## src/rtl/pc_gen.sv

```systemverilog
// Fetch-side program counter: handshake to fetch, trap/redirect steering,
// debug halt/resume, misaligned-target flagging and an accepted-fetch count.
module pc_gen #(
  parameter int unsigned             XLEN         = 32,
  parameter logic [XLEN-1:0]         RESET_VECTOR = '0,
  parameter int unsigned             INC          = 4,
  parameter int unsigned             ALIGN_BITS   = 2,
  parameter int unsigned             CNT_W        = 32
) (
  input  logic             clk,
  input  logic             reset,
  input  logic             fetch_ready,
  output logic             pc_valid,
  output logic [XLEN-1:0]  pc,
  input  logic             redirect_valid,
  input  logic [XLEN-1:0]  redirect_target,
  input  logic             trap_valid,
  input  logic [XLEN-1:0]  trap_target,
  input  logic             halt_req,
  input  logic             resume_req,
  output logic             halted,
  output logic             misaligned,
  output logic [XLEN-1:0]  misaligned_addr,
  output logic [CNT_W-1:0] fetch_count
);

  typedef enum logic [1:0] {
    BOOT   = 2'd0,
    RUN    = 2'd1,
    HALTED = 2'd2
  } state_t;

  localparam logic [XLEN-1:0] AMASK =
    XLEN'((64'd1 << ALIGN_BITS) - 64'd1);
  localparam logic [XLEN-1:0] STEP = XLEN'(INC);

  state_t state;

  logic fire;
  logic live;
  logic bad_tgt;
  logic take_trap;
  logic take_redir;
  logic take_mis;
  logic take_inc;

  assign fire    = pc_valid & fetch_ready;
  assign live    = (state != BOOT);
  assign bad_tgt = |(redirect_target & AMASK);

  // Priority flattened into exclusive selects: trap, redirect, increment.
  always_comb begin
    take_trap  = live & trap_valid;
    take_redir = live & ~trap_valid & redirect_valid & ~bad_tgt;
    take_mis   = live & ~trap_valid & redirect_valid & bad_tgt;
    take_inc   = ~trap_valid & ~redirect_valid & fire;
  end

  always_ff @(posedge clk or posedge reset) begin
    if (reset) begin
      state           <= BOOT;
      pc              <= RESET_VECTOR;
      pc_valid        <= 1'b0;
      halted          <= 1'b0;
      misaligned      <= 1'b0;
      misaligned_addr <= '0;
      fetch_count     <= '0;
    end else begin
      misaligned <= 1'b0;

      unique case (1'b1)
        take_trap:  pc <= trap_target;
        take_redir: pc <= redirect_target;
        take_mis: begin
          misaligned      <= 1'b1;
          misaligned_addr <= redirect_target;
        end
        take_inc:   pc <= pc + STEP;
        default:    pc <= pc;
      endcase

      if (fire)
        fetch_count <= fetch_count + 1'b1;

      unique case (state)
        BOOT: begin
          state    <= RUN;
          pc_valid <= 1'b1;
        end
        RUN: begin
          if (halt_req) begin
            state    <= HALTED;
            pc_valid <= 1'b0;
            halted   <= 1'b1;
          end
        end
        HALTED: begin
          if (resume_req && !halt_req) begin
            state    <= RUN;
            pc_valid <= 1'b1;
            halted   <= 1'b0;
          end
        end
        default: begin
          state    <= BOOT;
          pc_valid <= 1'b0;
          halted   <= 1'b0;
        end
      endcase
    end
  end

endmodule

```

## config.mk

```make
export PLATFORM = sky130hd
export DESIGN_NAME = pc_gen
export DESIGN_NICKNAME = d
export VERILOG_FILES = /design/src/rtl/pc_gen.sv
export SDC_FILE = /design/constraint.sdc
export NUM_CORES = 1
export LEC_CHECK = 0
export CAP_MARGIN = 20
export CORE_MARGIN = 10
export CORE_UTILIZATION = 46
export CTS_CLUSTER_SIZE = 30
export DETAILED_ROUTE_END_ITERATION = 10
export GPL_TIMING_DRIVEN = 1
export PLACE_DENSITY = 0.9
export SLEW_MARGIN = 30
export SYNTH_ARGS = -nofsm -noshare
export SYNTH_HDL_FRONTEND = slang
export SYNTH_SLANG_ARGS = --single-unit
```

## constraint.sdc

```tcl
create_clock -name clk -period 4.71 [get_ports clk]
set_input_delay 1.413 -clock clk [delete_from_list [all_inputs] [get_ports clk]]
set_output_delay 1.413 -clock clk [all_outputs]
set_load 0.02 [all_outputs]
```

==> metrics.txt, run 1 <==
worst hold stages=1; Core Area=10800 µm²; DRC violations left=0; Worst Setup Start Kind=input port; clk_lat worst skew=0.38 ns; Worst Path Arrival=3.81 ns; setup TNS=0 ns; post-synthesis sequential area ratio=49.7%; Via density=around 6.0; final hold violation count=0; RSZ-0062 raised after global routing=no; post-synth top area cell=dfrtp_1; Num CTS Buffers=9; Starting Density=46.7%; hold_buf cts=0; crit share post-route=~74%; DP HPWL=approximately 12000 µm; pre-CTS setup slack=0.864 ns; # IOs=170; FF+latch count, synth=100; worst rel slew slack=47.4%; fraction of layout cells with a size suffix above 1=10.8%; die area=15500 µm²; die span in y=125 µm; CP max-delay cell=nand4bb_2; post-synth top area share=49.7%; total gr overflow=0; CTS clk-pin slew, worst paths=0.10 ns; clk buf depth=2; # Max-Cap Violations=0; placed cells=783; Gate Count Post-Synth=487; library cells used by synthesis=62; initial antenna violation count=0; Final Non-Filler Cells=799; CTS root buffer=clkbuf_8; vias in the first global route=4840; Avg Inst Size Synth=around 10 µm²; Mapped Nets=560; mapped cell area=5040 µm²; f_max=around 290 MHz; Post-CTS Repair Setup Buffers=0; M3 GR Usage=around 7.2%; WHS=0.474 ns; Final #Nets=727; layer carrying the most global-route usage=met2; M2 GR Usage=between 30% and 40%; Cell Pwr Density=~570 nW/µm²; WL/cell=20.8 µm; CTS tree=done; met1 GRT Util=around a quarter; skew final=0.0119 ns; status=completed; Post-CTS Resized=0; Overall Power=4.08 mW; Crit. End Element=flop; post-route cell area=7100 µm²; largest net degree at the start of global routing=88; Final setup viols=0; CTS sink count=100; Buffers on Ports=about 170; drt total wl=around 17000 µm; Slew Limit Fails=0; worst-path fanout max=27; largest cells by area after synthesis=dfrtp_1 (50%), mux2_2 (6.9%), xnor2_1 (4.0%); peak supply drop=between 400 and 500 µV; DRT iter0 DRCs=roughly 460; routability-driven placement congestion ratio=0.866; worst path required time=5.03 ns; antenna cells=0; DR vias=4755; Commonest cells post-synth=dfrtp_1 (100), nand2_1 (43), nand3_1 (32); Global Route Usage Sum=20.6%; Crit Path Class=input port to flop; ys flop type=dfrtp_1; H-tree levels=3; Worst Max-Slew Pin Slew=0.789 ns; Final min period=3.49 ns; ys async rst share=100%; dpl cell area=6900 µm²; first-pass GRT wire length=approximately 27000 µm; Layout area overhead=40.9%; antenna-violating nets left=0; worst reg-to-reg path cell count=6; critical-path cell list=clkdlybuf4s50_1 -> nand4bb_2 -> nand2_1 -> o21a_1 -> o22a_1; 1st-pass router iterations=5; Horiz. Die Dim=125 µm; top-count cell post-synth=dfrtp_1; final core occ=65.8%; Worst Slack Setup Final=1.22 ns; worst hold path class=flop to flop; FP Rows=38; number of synthesized flops with an enable pin=0; P_leak=2.83 nW; Synthesis Warnings=0; crit-path max cell delay=roughly 0.78 ns
## cells in the final DEF (no fill, tap or decap), drive strengths merged, types with 2 or more instances in the layout
master and count:
nand2 43, a22oi 5, nor3 12, or2 2
mux2 31, a32o 2, nand4 18, clkdlybuf4s50 169
o221ai 10, or4 4, buf 9, o2bb2a 4
o41ai 2, and4 6, a311o 2, a31oi 7
and3 9, clkinvlp 2, inv 10, a22o 3
and2 4, a221oi 2, xnor2 23, nand3 32
o211ai 3, a2bb2oi 2, nor2 29, o22ai 2
or3 2, o21ai 23, dfrtp 100, o21a 6
a21oi 18, nor4 9, o221a 6, ha 2
clkbuf 9, a21o 2, nand2b 5, xor2 12
## flip-flops by register name, summed over array words and instances (netlist names)
name             flops
state                2
halted               1
misaligned_addr     32
pc                  32
misaligned           1
fetch_count         32
## cell type report
type                            instances  area [µm²]
Clock inverter                          7        82.6
Clock buffer                            9         124
Timing Repair Buffer                  178        1760
Tap cell                              140         175
Multi-Input combinational cell        358        2430
Fill cell                             861        3690
Inverter                                7        31.3
Sequential cell                       100        2500
## logic make-up after synthesis
| kind of cell | after synthesis | synth area share (%) |
|---|---|---|
| and+or+nand+nor | 182 | 19.0 |
| AOI/OAI and AO/OA | 108 | 15.4 |
| DFF | 100 | 49.7 |
| xor gates and xnor gates | 35 | 6.08 |
| muxes | 31 | 6.93 |
| buffers and inverters | 29 | 2.51 |
| adders and majority gates | 2 | 0.496 |
## final timing paths
kind,from,to,slack [ns]
max in group asynchronous,reset,pc[9],2.41
min in group asynchronous,reset,misaligned_addr[22],1.55
min,fetch_count[31],fetch_count[31],0.47
max,trap_valid,pc[27],1.22
max reg2reg,pc[2],pc[28],2.29
min reg2reg,fetch_count[31],fetch_count[31],0.47
## worst max-delay path, delay by kind of cell
kind	cells	cell delay (ns)
buf+inv	1	0.55
simple gates	2	1.50
compound gates	2	0.33
## per-layer routing
layer	vias up	routed length [µm]	part of all wire, %
li1	2160	-	-
met1	2342	6650	40
met2	223	8070	49
met3	30	1620	9.7
met4	0	287	1.7
met5	-	0	0
## where the power goes
part           switching [mW]  total, mW  leakage, nW  internal (mW)
Sequential              0.361       1.54         1.24           1.17
Clock                   0.334      0.588       0.0984          0.254
Combinational            1.00       1.96         1.49          0.955
Total                    1.70       4.08         2.83           2.38
Note: power is estimated with default switching activity, not from simulation.
==> inputs of run 2 (changes only) <==
--- a/config.mk
+++ b/config.mk
@@ -7,11 +7,11 @@
 export LEC_CHECK = 0
 export CAP_MARGIN = 20
 export CORE_MARGIN = 10
-export CORE_UTILIZATION = 46
+export CORE_UTILIZATION = 42
 export CTS_CLUSTER_SIZE = 30
 export DETAILED_ROUTE_END_ITERATION = 10
 export GPL_TIMING_DRIVEN = 1
-export PLACE_DENSITY = 0.9
+export PLACE_DENSITY = 0.87
 export SLEW_MARGIN = 30
 export SYNTH_ARGS = -nofsm -noshare
 export SYNTH_HDL_FRONTEND = slang
==> constraint.sdc (replaced) <==
create_clock -name clk -period 3.2 [get_ports clk]
set_input_delay 0.96 -clock clk [delete_from_list [all_inputs] [get_ports clk]]
set_output_delay 0.96 -clock clk [all_outputs]
set_load 0.02 [all_outputs]
==> metrics.txt, run 2 (synthesis gave the netlist of run 1 again) <==
status=completed; Post-CTS Resized=0; P_leak=around 2.9 nW; setup TNS=0 ns; largest net degree at the start of global routing=101; vias in the first global route=4818; clk buf depth=2; Num CTS Buffers=9; CTS sink count=100; top flop regs=fetch_count x32, misaligned_addr x32, pc x32; Final Non-Filler Cells=approximately 810; Layout area overhead=45.7%; # Max-Cap Violations=0; f_max=384 MHz; crit share post-route=81.3%; initial antenna violation count=2; Final #Nets=roughly 740; antenna-violating nets left=0; die area=between 15000 and 20000 µm²; worst rel slew slack=50.2%; Slew Limit Fails=0; drt total wl=16700 µm; pre-CTS setup slack=0.250 ns; die span in y=130 µm; placed cells=about 800; Via density=roughly 5.8; Buffers on Ports=between 150 and 200; CTS clk-pin slew, worst paths=0.07 ns; Horiz. Die Dim=130 µm; commonest non-fill, non-tap cells in the layout=clkdlybuf4s50_1 (169), dfrtp_1 (100), nand2_1 (43); fillers=917; Worst Slack Setup Final=0.597 ns; Worst Max-Slew Pin Slew=roughly 0.74 ns; worst-path fanout max=a little over 40; skew final=0.00845 ns; Core Area=between 10000 and 15000 µm²; Final setup viols=0; WL/cell=20.5 µm; Final min period=2.60 ns; Worst Setup Start Kind=input port; routability-driven placement congestion ratio=0.857; CTS tree=done; final hold violation count=0; 1st-pass router iterations=6; RSZ-0062 raised after global routing=no; first-pass GRT wire length=26500 µm; hold_buf cts=0; Cell Pwr Density=between 800 and 900 nW/µm²; worst path required time=3.45 ns; clk_lat worst skew=0.36 ns; WHS=between 0.5 and 0.6 ns; dpl cell area=7000 µm²; Post-CTS Repair Setup Buffers=0; commonest non-fill, non-tap cell in the layout=clkdlybuf4s50_1; total gr overflow=0; peak supply drop=roughly 630 µV; H-tree levels=3; DRC violations left=0; DR vias=4737; worst hold path class=flop to flop; fraction of layout cells with a size suffix above 1=12.0%; FP Rows=39; DRT iter0 DRCs=391; Global Route Usage Sum=20.0%; Crit Path Class=input port to flop; Worst Path Arrival=2.85 ns; post-route cell area=around 7300 µm²; # IOs=170; Starting Density=roughly 44%; Crit. End Element=flop; CTS root buffer=clkbuf_16; DP HPWL=12600 µm
[run 2: cell types whose count changed in the layout (fill, tap and decap cells not counted)]
cell | before | now
buf_12 | 0 | 2
buf_4 | 9 | 17
bufinv_16 | 1 | 3
clkbuf_1 | 0 | 1
clkbuf_16 | 0 | 9
clkbuf_8 | 9 | 0
clkinv_2 | 0 | 1
clkinv_4 | 1 | 0
diode_2 | 0 | 2
inv_6 | 3 | 1
inv_8 | 1 | 0
[run 2: critical path: stages]
cell,delay (ns)
clkdlybuf4s50_1,0.59
nand4bb_2,0.19
buf_4,0.38
nand2_1,0.21
buf_4,0.23
o21a_1,0.12
o22a_1,0.17
[run 2: where the power goes]
group / internal (mW) / switching, mW / total [mW]
registers: 1.73 / 0.525 / 2.26
logic: 1.44 / 1.47 / 2.91
clock network: 0.766 / 0.499 / 1.27
total: 3.94 / 2.50 / 6.44
[run 2: final timing paths]
kind | startpoint | to | slack (ns) | cells past startpoint
setup / recovery | redirect_valid | pc[27] | 0.60 | 7
min in group asynchronous | reset | misaligned_addr[18] | 1.08 | 3
setup reg to reg | pc[2] | pc[28] | 0.87 | 6
max in group asynchronous | reset | fetch_count[3] | 1.65 | 3
hold / removal | fetch_count[18] | fetch_count[18] | 0.50 | 1
hold reg to reg | fetch_count[18] | fetch_count[18] | 0.50 | 1
[run 2: metal layers]
metal  track usage [%]  part of all wire [%]  up-vias  wire (µm)
li1                  -                     -     2191          -
met1              24.7                    40     2304       6730
met2              31.1                    47      212       7860
met3              6.77                   9.7       30       1620
met4              9.13                   2.7        0        457
met5                 0                     0        -          0
[run 2: final cells by class]
| class | count | area (µm²) | area share, % |
|---|---|---|---|
| sequential | 100 | 2500 | 34.1 |
| clock buffer | 10 | 229 | 3.12 |
| inverter | 7 | 30.0 | 0.409 |
| clock inverter | 6 | 111 | 1.52 |
| multi-input combinational | 358 | 2430 | 33.1 |
| timing repair buffer | 188 | 1860 | 25.3 |
| antenna | 2 | 5.00 | 0.0682 |
| tap | 143 | 179 | 2.44 |
[run 2: through the flow]
step | utilization, % | power, mW
2_1_floorplan | - | 3.70
3_3_place_gp | 60.5 | 5.09
3_5_place_dp | 60.5 | 5.19
4_1_cts | 63.5 | 6.47
5_1_grt | 63.5 | 6.79
6_report | 63.5 | 6.44
